## src/rtl/pipe_hazard_ctrl_pkg.sv

```systemverilog
// Shared types and constants for the pipeline hazard controller:
// FSM state encoding, forwarding-select codes and a register-match helper.
package pipe_ctrl_pkg;

  typedef enum logic [1:0] {
    RUN      = 2'd0,
    MEM_WAIT = 2'd1,
    ERROR    = 2'd2
  } state_e;

  localparam logic [1:0] FWD_RF  = 2'b00;
  localparam logic [1:0] FWD_MEM = 2'b10;
  localparam logic [1:0] FWD_WB  = 2'b01;

  localparam int WAIT_W = 16;

  // x0 is hard-wired to zero, so it can never create a dependency.
  function automatic logic reg_match(input logic [4:0] dst, input logic [4:0] src);
    return (dst != 5'd0) && (dst == src);
  endfunction

endpackage

```

## src/rtl/pipe_hazard_ctrl_if.sv

```systemverilog
// Pipeline-side signal bundle of the hazard controller. master = controller,
// slave = pipeline datapath and data memory.
interface pipe_hazard_ctrl_if;
  logic [4:0] rs1_IR1, rs2_IR1;
  logic [4:0] rs1_IR2, rs2_IR2;
  logic [4:0] instb_IR2;
  logic       MemRead_IR2;
  logic [4:0] instb_IR3;
  logic       RegWrite_IR3, MemRead_IR3, MemWrite_IR3, Branch_IR3, zero_IR3;
  logic [4:0] instb_IR4;
  logic       RegWrite_IR4;
  logic       dmem_ready;
  logic       dmem_req;
  logic       pc_en, IR1_en, IR2_en, IR3_en, IR4_en;
  logic       IR1_flush, IR2_flush, IR3_flush, IR4_flush;
  logic       pc_sel;
  logic [1:0] forwardA, forwardB;
  logic       mem_err;

  modport master (
    input  rs1_IR1, rs2_IR1, rs1_IR2, rs2_IR2, instb_IR2, MemRead_IR2,
           instb_IR3, RegWrite_IR3, MemRead_IR3, MemWrite_IR3, Branch_IR3, zero_IR3,
           instb_IR4, RegWrite_IR4, dmem_ready,
    output dmem_req, pc_en, IR1_en, IR2_en, IR3_en, IR4_en,
           IR1_flush, IR2_flush, IR3_flush, IR4_flush, pc_sel,
           forwardA, forwardB, mem_err
  );

  modport slave (
    output rs1_IR1, rs2_IR1, rs1_IR2, rs2_IR2, instb_IR2, MemRead_IR2,
           instb_IR3, RegWrite_IR3, MemRead_IR3, MemWrite_IR3, Branch_IR3, zero_IR3,
           instb_IR4, RegWrite_IR4, dmem_ready,
    input  dmem_req, pc_en, IR1_en, IR2_en, IR3_en, IR4_en,
           IR1_flush, IR2_flush, IR3_flush, IR4_flush, pc_sel,
           forwardA, forwardB, mem_err
  );
endinterface

```

## src/rtl/pipe_hazard_ctrl_fwd.sv

```systemverilog
// EX-stage operand forwarding: purely combinational, the MEM-stage result
// wins over the writeback result when both match.
module pipe_fwd_unit
  import pipe_ctrl_pkg::*;
(
  input  logic [4:0] rs1_IR2,
  input  logic [4:0] rs2_IR2,
  input  logic [4:0] instb_IR3,
  input  logic       RegWrite_IR3,
  input  logic [4:0] instb_IR4,
  input  logic       RegWrite_IR4,
  output logic [1:0] forwardA,
  output logic [1:0] forwardB
);

  function automatic logic [1:0] fwd_sel(input logic [4:0] src,
                                         input logic [4:0] dst3, input logic we3,
                                         input logic [4:0] dst4, input logic we4);
    if (we3 && reg_match(dst3, src)) return FWD_MEM;
    if (we4 && reg_match(dst4, src)) return FWD_WB;
    return FWD_RF;
  endfunction

  assign forwardA = fwd_sel(rs1_IR2, instb_IR3, RegWrite_IR3, instb_IR4, RegWrite_IR4);
  assign forwardB = fwd_sel(rs2_IR2, instb_IR3, RegWrite_IR3, instb_IR4, RegWrite_IR4);

endmodule

```

## src/rtl/pipe_hazard_ctrl.sv

```systemverilog
// Stall/flush/forward controller for the 5-stage pipeline with MEM-stage
// handshake and timeout. Optional performance counters under PIPE_PERF_EN.
module pipe_hazard_ctrl
  import pipe_ctrl_pkg::*;
#(
  parameter int MEM_TIMEOUT = 16,
  parameter int CNT_W       = 32
) (
  input logic                clk,
  input logic                reset_n,
  pipe_hazard_ctrl_if.master bus
`ifdef PIPE_PERF_EN
  ,
  output logic [CNT_W-1:0]   stall_cycles,
  output logic [CNT_W-1:0]   flush_events
`endif
);

  localparam logic [WAIT_W-1:0] TIMEOUT_CNT = WAIT_W'(MEM_TIMEOUT);

  state_e            state, state_nxt;
  logic [WAIT_W-1:0] wait_cnt;
  logic              mem_err_q;
  logic              mem_op, br_taken, load_use, hold;

  assign mem_op   = bus.MemRead_IR3 | bus.MemWrite_IR3;
  assign br_taken = bus.Branch_IR3 & bus.zero_IR3;
  assign load_use = bus.MemRead_IR2 &
                    (reg_match(bus.instb_IR2, bus.rs1_IR1) | reg_match(bus.instb_IR2, bus.rs2_IR1));

  // NOTE: sequential state uses non-blocking (<=) so every flop samples pre-edge values.
  always_ff @(posedge clk or negedge reset_n) begin
    if (!reset_n) state <= RUN;
    else          state <= state_nxt;
  end

  // NOTE: every always_comb output gets a default first, so no path can infer a latch.
  always_comb begin
    state_nxt = state;
    unique case (state)
      RUN:      if (mem_op && !bus.dmem_ready) state_nxt = MEM_WAIT;
      MEM_WAIT: if (bus.dmem_ready)            state_nxt = RUN;
                else if (wait_cnt == TIMEOUT_CNT) state_nxt = ERROR;
      ERROR:    state_nxt = ERROR;
      default:  state_nxt = RUN;
    endcase
  end

  // Wait counter saturates at all-ones so a huge MEM_TIMEOUT can never wrap it.
  always_ff @(posedge clk or negedge reset_n) begin
    if (!reset_n) begin
      wait_cnt  <= '0;
      mem_err_q <= 1'b0;
    end else begin
      if (state == RUN && state_nxt == MEM_WAIT)
        wait_cnt <= WAIT_W'(1);
      else if (state == MEM_WAIT && wait_cnt != '1)
        wait_cnt <= wait_cnt + WAIT_W'(1);
      if (state_nxt == ERROR)
        mem_err_q <= 1'b1;
    end
  end

  assign bus.mem_err = mem_err_q;

  always_comb begin
    bus.pc_en     = 1'b1;
    bus.IR1_en    = 1'b1;
    bus.IR2_en    = 1'b1;
    bus.IR3_en    = 1'b1;
    bus.IR4_en    = 1'b1;
    bus.IR1_flush = 1'b0;
    bus.IR2_flush = 1'b0;
    bus.IR3_flush = 1'b0;
    bus.IR4_flush = 1'b0;
    bus.pc_sel    = 1'b0;
    bus.dmem_req  = mem_op;
    hold          = 1'b0;
    unique case (state)
      RUN:      hold = mem_op & ~bus.dmem_ready;
      MEM_WAIT: begin
        hold         = ~bus.dmem_ready;
        bus.dmem_req = 1'b1;
      end
      default:  hold = 1'b0;
    endcase

    if (state == ERROR) begin
      bus.pc_en    = 1'b0;
      bus.IR1_en   = 1'b0;
      bus.IR2_en   = 1'b0;
      bus.IR3_en   = 1'b0;
      bus.IR4_en   = 1'b0;
      bus.dmem_req = 1'b0;
    end else if (hold) begin
      // Freeze the front of the pipe; WB drains and receives a bubble.
      bus.pc_en     = 1'b0;
      bus.IR1_en    = 1'b0;
      bus.IR2_en    = 1'b0;
      bus.IR3_en    = 1'b0;
      bus.IR4_flush = 1'b1;
    end else if (br_taken) begin
      bus.pc_sel    = 1'b1;
      bus.IR1_flush = 1'b1;
      bus.IR2_flush = 1'b1;
      bus.IR3_flush = 1'b1;
    end else if (load_use) begin
      bus.pc_en     = 1'b0;
      bus.IR1_en    = 1'b0;
      bus.IR2_flush = 1'b1;
    end
  end

  pipe_fwd_unit u_fwd (
    .rs1_IR2      (bus.rs1_IR2),
    .rs2_IR2      (bus.rs2_IR2),
    .instb_IR3    (bus.instb_IR3),
    .RegWrite_IR3 (bus.RegWrite_IR3),
    .instb_IR4    (bus.instb_IR4),
    .RegWrite_IR4 (bus.RegWrite_IR4),
    .forwardA     (bus.forwardA),
    .forwardB     (bus.forwardB)
  );

`ifdef PIPE_PERF_EN
  always_ff @(posedge clk or negedge reset_n) begin
    if (!reset_n) begin
      stall_cycles <= '0;
      flush_events <= '0;
    end else begin
      if (!bus.pc_en && state != ERROR) stall_cycles <= stall_cycles + CNT_W'(1);
      if (bus.pc_sel)                   flush_events <= flush_events + CNT_W'(1);
    end
  end
`endif

endmodule

```

## src/flat_wrapper.sv

```systemverilog
// flat-port wrapper written by rule: the top's interface ports become plain ports
module pipe_hazard_ctrl_flat import pipe_ctrl_pkg::*;
#(
  parameter int MEM_TIMEOUT = 16,
  parameter int CNT_W       = 32
)
  (clk, reset_n, bus_rs1_IR1, bus_rs2_IR1, bus_rs1_IR2, bus_rs2_IR2, bus_instb_IR2, bus_MemRead_IR2, bus_instb_IR3, bus_RegWrite_IR3, bus_MemRead_IR3, bus_MemWrite_IR3, bus_Branch_IR3, bus_zero_IR3, bus_instb_IR4, bus_RegWrite_IR4, bus_dmem_ready, bus_dmem_req, bus_pc_en, bus_IR1_en, bus_IR2_en, bus_IR3_en, bus_IR4_en, bus_IR1_flush, bus_IR2_flush, bus_IR3_flush, bus_IR4_flush, bus_pc_sel, bus_forwardA, bus_forwardB, bus_mem_err);
  pipe_hazard_ctrl_if bus_i ();
  input logic clk;
  input logic reset_n;
  input wire logic [$bits(bus_i.rs1_IR1)-1:0] bus_rs1_IR1;
  input wire logic [$bits(bus_i.rs2_IR1)-1:0] bus_rs2_IR1;
  input wire logic [$bits(bus_i.rs1_IR2)-1:0] bus_rs1_IR2;
  input wire logic [$bits(bus_i.rs2_IR2)-1:0] bus_rs2_IR2;
  input wire logic [$bits(bus_i.instb_IR2)-1:0] bus_instb_IR2;
  input wire logic [$bits(bus_i.MemRead_IR2)-1:0] bus_MemRead_IR2;
  input wire logic [$bits(bus_i.instb_IR3)-1:0] bus_instb_IR3;
  input wire logic [$bits(bus_i.RegWrite_IR3)-1:0] bus_RegWrite_IR3;
  input wire logic [$bits(bus_i.MemRead_IR3)-1:0] bus_MemRead_IR3;
  input wire logic [$bits(bus_i.MemWrite_IR3)-1:0] bus_MemWrite_IR3;
  input wire logic [$bits(bus_i.Branch_IR3)-1:0] bus_Branch_IR3;
  input wire logic [$bits(bus_i.zero_IR3)-1:0] bus_zero_IR3;
  input wire logic [$bits(bus_i.instb_IR4)-1:0] bus_instb_IR4;
  input wire logic [$bits(bus_i.RegWrite_IR4)-1:0] bus_RegWrite_IR4;
  input wire logic [$bits(bus_i.dmem_ready)-1:0] bus_dmem_ready;
  output wire logic [$bits(bus_i.dmem_req)-1:0] bus_dmem_req;
  output wire logic [$bits(bus_i.pc_en)-1:0] bus_pc_en;
  output wire logic [$bits(bus_i.IR1_en)-1:0] bus_IR1_en;
  output wire logic [$bits(bus_i.IR2_en)-1:0] bus_IR2_en;
  output wire logic [$bits(bus_i.IR3_en)-1:0] bus_IR3_en;
  output wire logic [$bits(bus_i.IR4_en)-1:0] bus_IR4_en;
  output wire logic [$bits(bus_i.IR1_flush)-1:0] bus_IR1_flush;
  output wire logic [$bits(bus_i.IR2_flush)-1:0] bus_IR2_flush;
  output wire logic [$bits(bus_i.IR3_flush)-1:0] bus_IR3_flush;
  output wire logic [$bits(bus_i.IR4_flush)-1:0] bus_IR4_flush;
  output wire logic [$bits(bus_i.pc_sel)-1:0] bus_pc_sel;
  output wire logic [$bits(bus_i.forwardA)-1:0] bus_forwardA;
  output wire logic [$bits(bus_i.forwardB)-1:0] bus_forwardB;
  output wire logic [$bits(bus_i.mem_err)-1:0] bus_mem_err;
  assign bus_i.rs1_IR1 = bus_rs1_IR1;
  assign bus_i.rs2_IR1 = bus_rs2_IR1;
  assign bus_i.rs1_IR2 = bus_rs1_IR2;
  assign bus_i.rs2_IR2 = bus_rs2_IR2;
  assign bus_i.instb_IR2 = bus_instb_IR2;
  assign bus_i.MemRead_IR2 = bus_MemRead_IR2;
  assign bus_i.instb_IR3 = bus_instb_IR3;
  assign bus_i.RegWrite_IR3 = bus_RegWrite_IR3;
  assign bus_i.MemRead_IR3 = bus_MemRead_IR3;
  assign bus_i.MemWrite_IR3 = bus_MemWrite_IR3;
  assign bus_i.Branch_IR3 = bus_Branch_IR3;
  assign bus_i.zero_IR3 = bus_zero_IR3;
  assign bus_i.instb_IR4 = bus_instb_IR4;
  assign bus_i.RegWrite_IR4 = bus_RegWrite_IR4;
  assign bus_i.dmem_ready = bus_dmem_ready;
  assign bus_dmem_req = bus_i.dmem_req;
  assign bus_pc_en = bus_i.pc_en;
  assign bus_IR1_en = bus_i.IR1_en;
  assign bus_IR2_en = bus_i.IR2_en;
  assign bus_IR3_en = bus_i.IR3_en;
  assign bus_IR4_en = bus_i.IR4_en;
  assign bus_IR1_flush = bus_i.IR1_flush;
  assign bus_IR2_flush = bus_i.IR2_flush;
  assign bus_IR3_flush = bus_i.IR3_flush;
  assign bus_IR4_flush = bus_i.IR4_flush;
  assign bus_pc_sel = bus_i.pc_sel;
  assign bus_forwardA = bus_i.forwardA;
  assign bus_forwardB = bus_i.forwardB;
  assign bus_mem_err = bus_i.mem_err;
  pipe_hazard_ctrl #(.MEM_TIMEOUT(MEM_TIMEOUT), .CNT_W(CNT_W)) u_core (.clk(clk), .reset_n(reset_n), .bus(bus_i));
endmodule
```

## config.mk

```make
export PLATFORM = sky130hd
export DESIGN_NAME = pipe_hazard_ctrl_flat
export DESIGN_NICKNAME = d
export VERILOG_FILES = /design/src/rtl/pipe_hazard_ctrl_pkg.sv /design/src/rtl/pipe_hazard_ctrl_if.sv /design/src/rtl/pipe_hazard_ctrl_fwd.sv /design/src/rtl/pipe_hazard_ctrl.sv /design/src/flat_wrapper.sv
export SDC_FILE = /design/constraint.sdc
export NUM_CORES = 1
export LEC_CHECK = 0
export BUFFER_PORTS_ARGS = -buffer_cell sky130_fd_sc_hd__buf_2
export CORE_ASPECT_RATIO = 1.5
export CORE_MARGIN = 2
export CORE_UTILIZATION = 49
export CTS_CLUSTER_SIZE = 25
export DETAILED_ROUTE_END_ITERATION = 10
export HOLD_SLACK_MARGIN = 0.1
export PLACE_DENSITY = 0.89
export SETUP_SLACK_MARGIN = 0.2
export SYNTH_ARGS = -nofsm -noshare
export SYNTH_HDL_FRONTEND = slang
export SYNTH_SLANG_ARGS = --single-unit
```

## constraint.sdc

```tcl
create_clock -name clk -period 2.1 [get_ports clk]
set_clock_uncertainty 0.1 [all_clocks]
set_input_delay 0.21 -clock clk [delete_from_list [all_inputs] [get_ports clk]]
set_output_delay 0.21 -clock clk [all_outputs]
set_load 0.03 [all_outputs]
```

==> flow_summary.yaml, run 1 <==
placed_design:
  hpwl_mm: 3.22
  numPortBuffers: 60
  dp_cells: 282
  gp_congestion: 0.979
critical_path:
  required_ns: 1.79
  crit_family: "simple AND/OR/NAND/NOR gates"
  setup.worst_path.start_class: "register"
  critPathSlowestCell: "dfrtp_1"
  crit_path_end_kind: "primary output"
  cp_max_fo: 3
  crit_cells: 7
  critPathKind: "register to primary output"
  crit-reg2reg-launch: "u_core.state[1]"
  slowest_delay_ns: 0.43
  crit_path_end: "bus_IR2_flush"
  arrival_ns: 1.87
  cp.buffers_inverters: 2
  reg2reg_slack_ns: -0.07
  rr_endpoint: "u_core.wait_cnt[13]"
  startpoint: "u_core.state[1]"
  path_cells: "o21bai_4 -> or3_4 -> nand3_4 -> inv_4 -> and2_4 -> a21bo_2 -> buf_6"
  r2r_cells: 8
routing:
  drc: 0
  first_pass_iters: 4
  final_antenna_net_count: 0
  viasPerCell: 6.34
  wl_per_cell_um: 20.1
  first_iter_violations: 106
  route.vias.total: 1954
  wirelength_mm: 6.20
grt:
  grt_start_max_net_pins: 20
  use_met1: 0.259
  top_usage_layer: "met2"
  first_global_vias: 1842
  grt_util_met2: 0.523
  track_usage: 0.263
  overflow: 0
  grt_pass1_wl_mm: 7.53
  met3_usage: 0.0325
  antenna_found_initial: 0
synth:
  syn_area_um2: 1580
  synth_commonest_cells: "19 x dfrtp_1, 18 x xnor2_1, 15 x nand2_1"
  syn_nets: 230
  synth-seq-area-share: 0.300
  synth_top_area_cell: "dfrtp_1"
  async_flop_share: 1.00
  yosys-top-cells-area: "dfrtp_1 30%, xnor2_1 10%, xor2_1 6.6%"
  synth.most_common_cell: "dfrtp_1"
  ys_warn_count: 0
  synthDominantCellAreaShare: 0.300
  synthFlopType: "dfrtp_1"
  synth_edf_count: 0
  ys_types: 43
  ys_ff_latch: 19
  synthCells: 183
  avgSynthCellArea_um2: 8.65
status:
  status: "finished, violations left"
  violations: "setup timing"
clock_network:
  clkTransAtPathRegs_ns: 0.08
  clock_latency_ns: 0.27
  cts_tree: "built"
  htreeDepth: 1
  clock_path_buffers: 2
  clkSinkCount: 19
  cts_buffers: 3
  cts-root-buf: "clkbuf_8"
timing:
  grt_setup_unrepaired: "yes"
  finalHoldViolCount: 0
  final_max_slew_viol_count: 0
  fin_ws_ns: -0.0759
  period_minus_slack_ns: 2.18
  period_share: 1.04
  worst_slew_pin_slew_ns: 0.445
  finalSetupViolCount: 3
  clock.fmax_ghz: 0.460
  relSlewSlack: 0.703
die:
  floorplan.die_area_um2: 3710
  placementRows: 25
  start_util: 0.506
  die_w_um: 50.4
  die-height_um: 73.6
  core_area_um2: 3130
  pin_count: 61
power:
  power_density_nw_per_um2: 583
  finalPower_w: 0.00144
  ir_worst_vdd_mv: 0.404
  power_leakage_nw: 1.06
flow_run:
  max_cap_viol_count: 0
finish:
  nets: 316
  diodes: 0
  layout.cells.non_filler: 308
  drive_above_1_share: 0.507
  area_growth_pct: 56.3
worst_hold_path:
  hold_class: "input pin to register"
==> stage by stage <==
stage	util	hold WS [ns]	setup TNS (ns)	setup WS [ns]	area [um2]
CTS	0.704	0.231	-0.00436	-0.00436	2200
floorplan	-	-0.186	0	0.0290	1620
finish	0.791	0.292	-0.181	-0.0759	2470
global placement	0.628	0.0703	0	0.166	1960
detailed placement	0.628	0.0735	0	0.132	1960
global route	0.791	0.311	-0.454	-0.119	2470
==> state kept, by name, summed over array words and instances, names as in the netlist <==
name / flops
u_core.wait_cnt: 16
u_core.state: 2
u_core.bus.mem_err: 1
==> kinds of logic (layout without fill, tap and decap cells) <==
| logic type | after synthesis | count (layout) | share of synthesized area |
|---|---|---|---|
| and+or+nand+nor | 77 | 77 | 0.297 |
| muxes | 3 | 3 | 0.0190 |
| DFF | 19 | 19 | 0.300 |
| xor gates and xnor gates | 30 | 30 | 0.166 |
| AOI/OAI and AO/OA | 37 | 37 | 0.154 |
| buffers and inverters | 15 | 100 | 0.0474 |
| adders and majority gates | 2 | 2 | 0.0158 |
==> worst min-delay path by stage <==
stage	startpoint	endpoint	cells after the start
floorplan	reset_n	u_core.bus.mem_err	0
global placement	reset_n	u_core.wait_cnt[8]	1
detailed placement	reset_n	u_core.wait_cnt[7]	1
CTS	bus_dmem_ready	u_core.state[1]	3
global route	bus_dmem_ready	u_core.state[1]	3
finish	bus_dmem_ready	u_core.state[1]	3
==> tightest hold or removal path, stage by stage <==
cell and delay [ns]:
buf_2 0.12, or3b_4 0.17, o21ai_0 0.11
==> final cells by class <==
| cell class | count | area, um2 |
|---|---|---|
| Fill cell | 171 | 654 |
| Inverter | 8 | 32.5 |
| Sequential cell | 19 | 477 |
| Clock buffer | 3 | 41.3 |
| Clock inverter | 1 | 5.00 |
| Tap cell | 40 | 50.0 |
| Timing Repair Buffer | 88 | 609 |
| Multi-Input combinational cell | 149 | 1260 |
==> layout by cell type (no fill, tap or decap), types with 3 or more instances in the layout <==
cell,n
a21oi_1,9
a21oi_2,3
buf_2,47
buf_4,24
buf_6,15
clkbuf_8,3
dfrtp_1,18
inv_1,6
mux2i_1,3
nand2_1,14
nand3_1,10
nand3_2,3
nand4_1,4
nor3_1,6
nor4_2,3
o21ai_0,4
o31ai_1,4
o31ai_2,3
or4_1,6
or4_4,4
xnor2_1,18
xor2_1,12
==> layer usage <==
| layer | up-vias | share of wire |
|---|---|---|
| met1 | 901 | 0.32 |
| li1 | 856 | - |
| met4 | 0 | 0.063 |
| met5 | - | 0 |
| met3 | 44 | 0.078 |
| met2 | 153 | 0.53 |
==> where the power goes <==
group | leakage (nW) | internal [W] | switching (W)
clock network | 0.0255 | 0.000133 | 0.000141
logic | 0.778 | 0.000316 | 0.000385
registers | 0.252 | 0.000402 | 0.0000642
==> repair_timing <==
item                       4_1_cts  5_1_grt
hold buffers                     1        0
setup endpoints to repair       15       26
hold endpoints to repair        19        0
resized for setup               27       47
setup buffers                   10       11
pin swaps                       15       11
No activity file was read; power rests on OpenSTA's default activity.
==> inputs of run 2 (changes only) <==
--- a/config.mk
+++ b/config.mk
@@ -6,7 +6,6 @@
 export NUM_CORES = 1
 export LEC_CHECK = 0
 export BUFFER_PORTS_ARGS = -buffer_cell sky130_fd_sc_hd__buf_2
-export CORE_ASPECT_RATIO = 1.5
 export CORE_MARGIN = 2
 export CORE_UTILIZATION = 49
 export CTS_CLUSTER_SIZE = 25
==> run 2 against run 1 <==
Net effect: the flow still finishes with violations (setup timing); sequential share of layout area up 2.0 points; final cell count down 2.6%; register-to-register slack better by 0.11 ns; critical path type unchanged; largest cell class unchanged.
==> flow_summary.yaml, run 2 (synthesized netlist as in run 1, its figures left out) <==
power:
  power.switching_w: 0.000531
  clockPowerShare: 0.155
  power_leakage_nw: 0.957
  seq_power_share: 0.352
  ir_worst_vdd_mv: 0.290
  cell_internal_pwr_w: 0.000753
  power_frac_comb: 0.493
  power_density_nw_per_um2: 572
  switching_share: 0.414
clock_network:
  clock_path_buffers: 2
  clock_latency_ns: 0.32
  cts_tree: "built"
  cts-root-buf: "clkbuf_4"
  clkSinkCount: 19
  htreeDepth: 1
  cts_buffers: 3
  clkTransAtPathRegs_ns: 0.12
routing:
  wl_per_cell_um: 16.6
  drc: 0
  first_iter_violations: 177
  wirelength_mm: 4.97
  route.vias.total: 1782
  viasPerCell: 5.94
  first_pass_iters: 4
  final_antenna_net_count: 0
grt:
  grt_start_max_net_pins: 20
  grt_pass1_wl_mm: 6.99
  first_global_vias: 1670
  antenna_found_initial: 0
  overflow: 0
  track_usage: 0.253
critical_path:
  slowest_delay_ns: 0.44
  critPathSlowestCell: "dfrtp_1"
  setup.worst_path.start_class: "register"
  arrival_ns: 1.87
  path_cells: "o21bai_4 -> or3_4 -> nand3_4 -> inv_4 -> and2_4 -> a21bo_2 -> buf_6"
  crit_path_end_kind: "primary output"
  required_ns: 1.79
  critPathKind: "register to primary output"
  cp_max_fo: 4
status:
  violations: "setup timing"
  status: "finished, violations left"
finish:
  diodes: 0
  area_growth_pct: 41.9
  design_area_um2: 2250
  drive_above_1_share: 0.453
  final_cell_mix: "51 x buf_2, 18 x xnor2_1, 18 x dfrtp_1"
  layout.cells.non_filler: 300
  nets: 304
  final_common_cell: "buf_2"
  top_register: "u_core.wait_cnt"
  largest_reg_flops: 16
  fin_util: 0.736
die:
  start_util: 0.518
  floorplan.die_area_um2: 3700
  die-height_um: 60.8
  pin_count: 61
  core_area_um2: 3050
  placementRows: 20
  die_w_um: 60.8
timing:
  final_max_slew_viol_count: 0
  grt_setup_unrepaired: "yes"
  fin_ws_ns: -0.0778
  relSlewSlack: 0.625
  worst_slew_pin_slew_ns: 0.558
  finalSetupViolCount: 1
  clock.fmax_ghz: 0.459
  period_share: 1.04
  finalHoldViolCount: 0
  period_minus_slack_ns: 2.18
flow_run:
  max_cap_viol_count: 0
worst_hold_path:
  hold_class: "input pin to register"
placed_design:
  hpwl_mm: 3.18
  dp_cells: 287
  dpl-instance-area_um2: 1980
  numPortBuffers: 60
  gp_congestion: 0.854
-- run 2: changes by cell type in the layout (fill, tap and decap cells not counted), sizes merged --
| cell | change |
|---|---|
| buf | -12 |
-- run 2: power by group through the flow --
stage	logic (W)	registers (W)	clock network [W]
after CTS	0.000552	0.000446	0.000196
final	0.000633	0.000452	0.000199
after floorplan	0.000330	0.000447	0
after global routing	0.000677	0.000454	0.000219
after global placement	0.000464	0.000453	0
after detailed placement	0.000473	0.000454	0
-- run 2: area by class of cell --
| cell class | count | area [um2] |
|---|---|---|
| clock buffer | 3 | 22.5 |
| inverter | 8 | 32.5 |
| clock inverter | 1 | 5.00 |
| sequential | 19 | 477 |
| tap | 44 | 55.1 |
| multi-input combinational | 149 | 1180 |
| fill | 232 | 807 |
| timing repair buffer | 76 | 475 |
-- run 2: path summary, 6_finish.rpt --
kind                                      from  slack (ns)  cells past startpoint                   to
setup / recovery               u_core.state[1]       -0.08                      7        bus_IR2_flush
hold / removal                  bus_dmem_ready        0.21                      4      u_core.state[0]
setup reg to reg            u_core.wait_cnt[0]        0.04                      7   u_core.bus.mem_err
hold reg to reg            u_core.wait_cnt[15]        0.42                      1  u_core.wait_cnt[15]
max in group asynchronous              reset_n        1.35                      2   u_core.wait_cnt[6]
min in group asynchronous              reset_n        0.24                      2   u_core.wait_cnt[6]
-- run 2: critical path, delay by kind of cell (launching register included) --
family	cells	cell delay (ns)
AO/OA/AOI/OAI	2	0.38
flip-flops	1	0.44
buffers and inverters	2	0.18
AND/OR/NAND/NOR	3	0.57
-- run 2: timing repair --
item,in CTS,in global routing
hold buffers,1,0
buffers inserted,4,4
setup endpoints to repair,15,23
gates resized for setup,23,23
endpoints found under the hold margin,19,0
pin swaps,3,10
-- run 2: metal layers --
layer / vias to the layer above / share of wire / global-route usage
met5: - / 0 / 0
met2: 110 / 0.53 / 0.453
met1: 819 / 0.37 / 0.291
met4: 0 / 0.040 / 0.146
met3: 20 / 0.059 / 0.0256
li1: 833 / - / -
-- run 2: stage by stage --
stage	hold WS [ns]	power, W	setup slack [ns]	TNS [ns]
2_1_floorplan	-0.186	0.000778	0.0290	0
3_3_place_gp	0.0641	0.000917	0.201	0
3_5_place_dp	0.0646	0.000927	0.179	0
4_1_cts	0.215	0.00119	-0.0789	-0.0789
5_1_grt	0.227	0.00135	-0.129	-0.129
6_report	0.207	0.00128	-0.0778	-0.0778
==> inputs of run 3 (changes only) <==
--- a/config.mk
+++ b/config.mk
@@ -13,6 +13,7 @@
 export HOLD_SLACK_MARGIN = 0.1
 export PLACE_DENSITY = 0.89
 export SETUP_SLACK_MARGIN = 0.2
+export SKIP_LAST_GASP = 1
 export SYNTH_ARGS = -nofsm -noshare
 export SYNTH_HDL_FRONTEND = slang
 export SYNTH_SLANG_ARGS = --single-unit
==> run 3 against run 2 <==
Net effect: the run still ends with setup timing left; setup slack improved by 0.0035 ns; flip-flop and latch count unchanged; routed wire length up 0.68%; global-route usage shrank 0.48 points; clock power hardly changed; largest cell class unchanged; largest power group unchanged.
==> flow_summary.yaml, run 3 (synthesized netlist as in run 1, its figures left out) <==
status:
  status: "finished, violations left"
  violations: "setup timing"
finish:
  drive_above_1_share: 0.453
  area_growth_pct: 41.9
  largest_reg_flops: 16
  design_area_um2: 2250
  fill_cells: 233
  final_cell_mix: "51 x buf_2, 18 x xnor2_1, 18 x dfrtp_1"
  final_common_cell: "buf_2"
  diodes: 0
  nets: 304
  top_register: "u_core.wait_cnt"
  fin_util: 0.736
timing:
  worst_slew_pin_slew_ns: 0.590
  period_minus_slack_ns: 2.17
  period_share: 1.04
  fin_ws_ns: -0.0743
  relSlewSlack: 0.603
  grt_setup_unrepaired: "yes"
  finalSetupViolCount: 1
  final_max_slew_viol_count: 0
  hold_ws_ns: 0.206
  finalHoldViolCount: 0
  clock.fmax_ghz: 0.460
critical_path:
  crit-reg2reg-launch: "u_core.wait_cnt[0]"
  startpoint: "u_core.state[1]"
  crit_path_end_kind: "primary output"
  cp_max_fo: 4
  arrival_ns: 1.86
  required_ns: 1.79
  setup.worst_path.start_class: "register"
  critPathKind: "register to primary output"
clock_network:
  clkTransAtPathRegs_ns: 0.12
  clock_latency_ns: 0.32
  cts-root-buf: "clkbuf_4"
  clkSinkCount: 19
  cts_buffers: 3
  cts_tree: "built"
  clock_path_buffers: 2
  htreeDepth: 1
placed_design:
  gp_congestion: 0.854
  hpwl_mm: 3.18
  dpl-instance-area_um2: 1980
  numPortBuffers: 60
worst_hold_path:
  hold_class: "input pin to register"
  hp-start: "bus_dmem_ready"
power:
  ir_worst_vdd_mv: 0.299
  power_density_nw_per_um2: 569
  power_leakage_nw: 0.957
routing:
  route.vias.total: 1803
  final_antenna_net_count: 0
  first_pass_iters: 5
  drc: 0
  wl_per_cell_um: 16.7
  wirelength_mm: 5.00
  viasPerCell: 6.01
  first_iter_violations: 122
die:
  pin_count: 61
  die-height_um: 60.8
  start_util: 0.518
  placementRows: 20
  floorplan.die_area_um2: 3700
  core_area_um2: 3050
  die_w_um: 60.8
grt:
  grt_start_max_net_pins: 20
  overflow: 0
  track_usage: 0.248
  grt_pass1_wl_mm: 6.86
  antenna_found_initial: 0
  first_global_vias: 1668
flow_run:
  max_cap_viol_count: 0
[run 3: cell counts in the layout (fill, tap and decap cells not counted)]
Identical to the previous run, type by type.
[run 3: layer usage]
layer | vias to the layer above | global-route usage | wire length, um
met2 | 121 | 0.442 | 2550
met3 | 28 | 0.0277 | 355
met4 | 0 | 0.143 | 268
met5 | - | 0 | 0
li1 | 835 | - | -
met1 | 819 | 0.286 | 1830
[run 3: layout make-up]
cell class	count	area, um2	share of cell area
Clock inverter	1	5.00	0.00223
Timing Repair Buffer	76	475	0.212
Multi-Input combinational cell	149	1180	0.525
Tap cell	44	55.1	0.0245
Clock buffer	3	22.5	0.0100
Sequential cell	19	477	0.212
Inverter	8	32.5	0.0145
[run 3: critical path, cell delays in order, from the launching register on]
cell	delay (ns)
dfrtp_1	0.43
o21bai_4	0.19
or3_4	0.35
nand3_4	0.09
inv_4	0.05
and2_4	0.13
a21bo_2	0.19
buf_6	0.13
[run 3: report_power, final]
group / total [W] / switching, W / internal, W
clock: 0.000198 / 0.000127 / 0.0000714
combinational: 0.000630 / 0.000351 / 0.000279
sequential: 0.000450 / 0.0000482 / 0.000402
[run 3: worst paths after layout]
check                                     end  slack (ns)  cells past startpoint
setup / recovery                bus_IR2_flush       -0.07                      7
hold / removal                u_core.state[0]        0.21                      4
setup reg to reg           u_core.bus.mem_err        0.12                      7
hold reg to reg            u_core.bus.mem_err        0.39                      1
max in group asynchronous  u_core.wait_cnt[6]        1.35                      2
min in group asynchronous  u_core.wait_cnt[1]        0.24                      2
[run 3: repair_timing]
item / 4_1_cts / 5_1_grt
hold buffers: 1 / 0
setup buffers: 4 / 4
endpoints found under the hold margin: 19 / 0
endpoints found under the setup margin: 15 / 23
pin swaps: 3 / 11
gates resized for setup: 22 / 24
[run 3: stage by stage]
step / cells / power, W / setup TNS, ns / setup slack [ns]
floorplan: 183 / 0.000778 / 0 / 0.0290
global placement: 287 / 0.000917 / 0 / 0.201
detailed placement: 287 / 0.000927 / 0 / 0.179
CTS: 296 / 0.00119 / -0.0789 / -0.0789
global route: 300 / 0.00135 / -0.131 / -0.131
finish: 300 / 0.00128 / -0.0743 / -0.0743
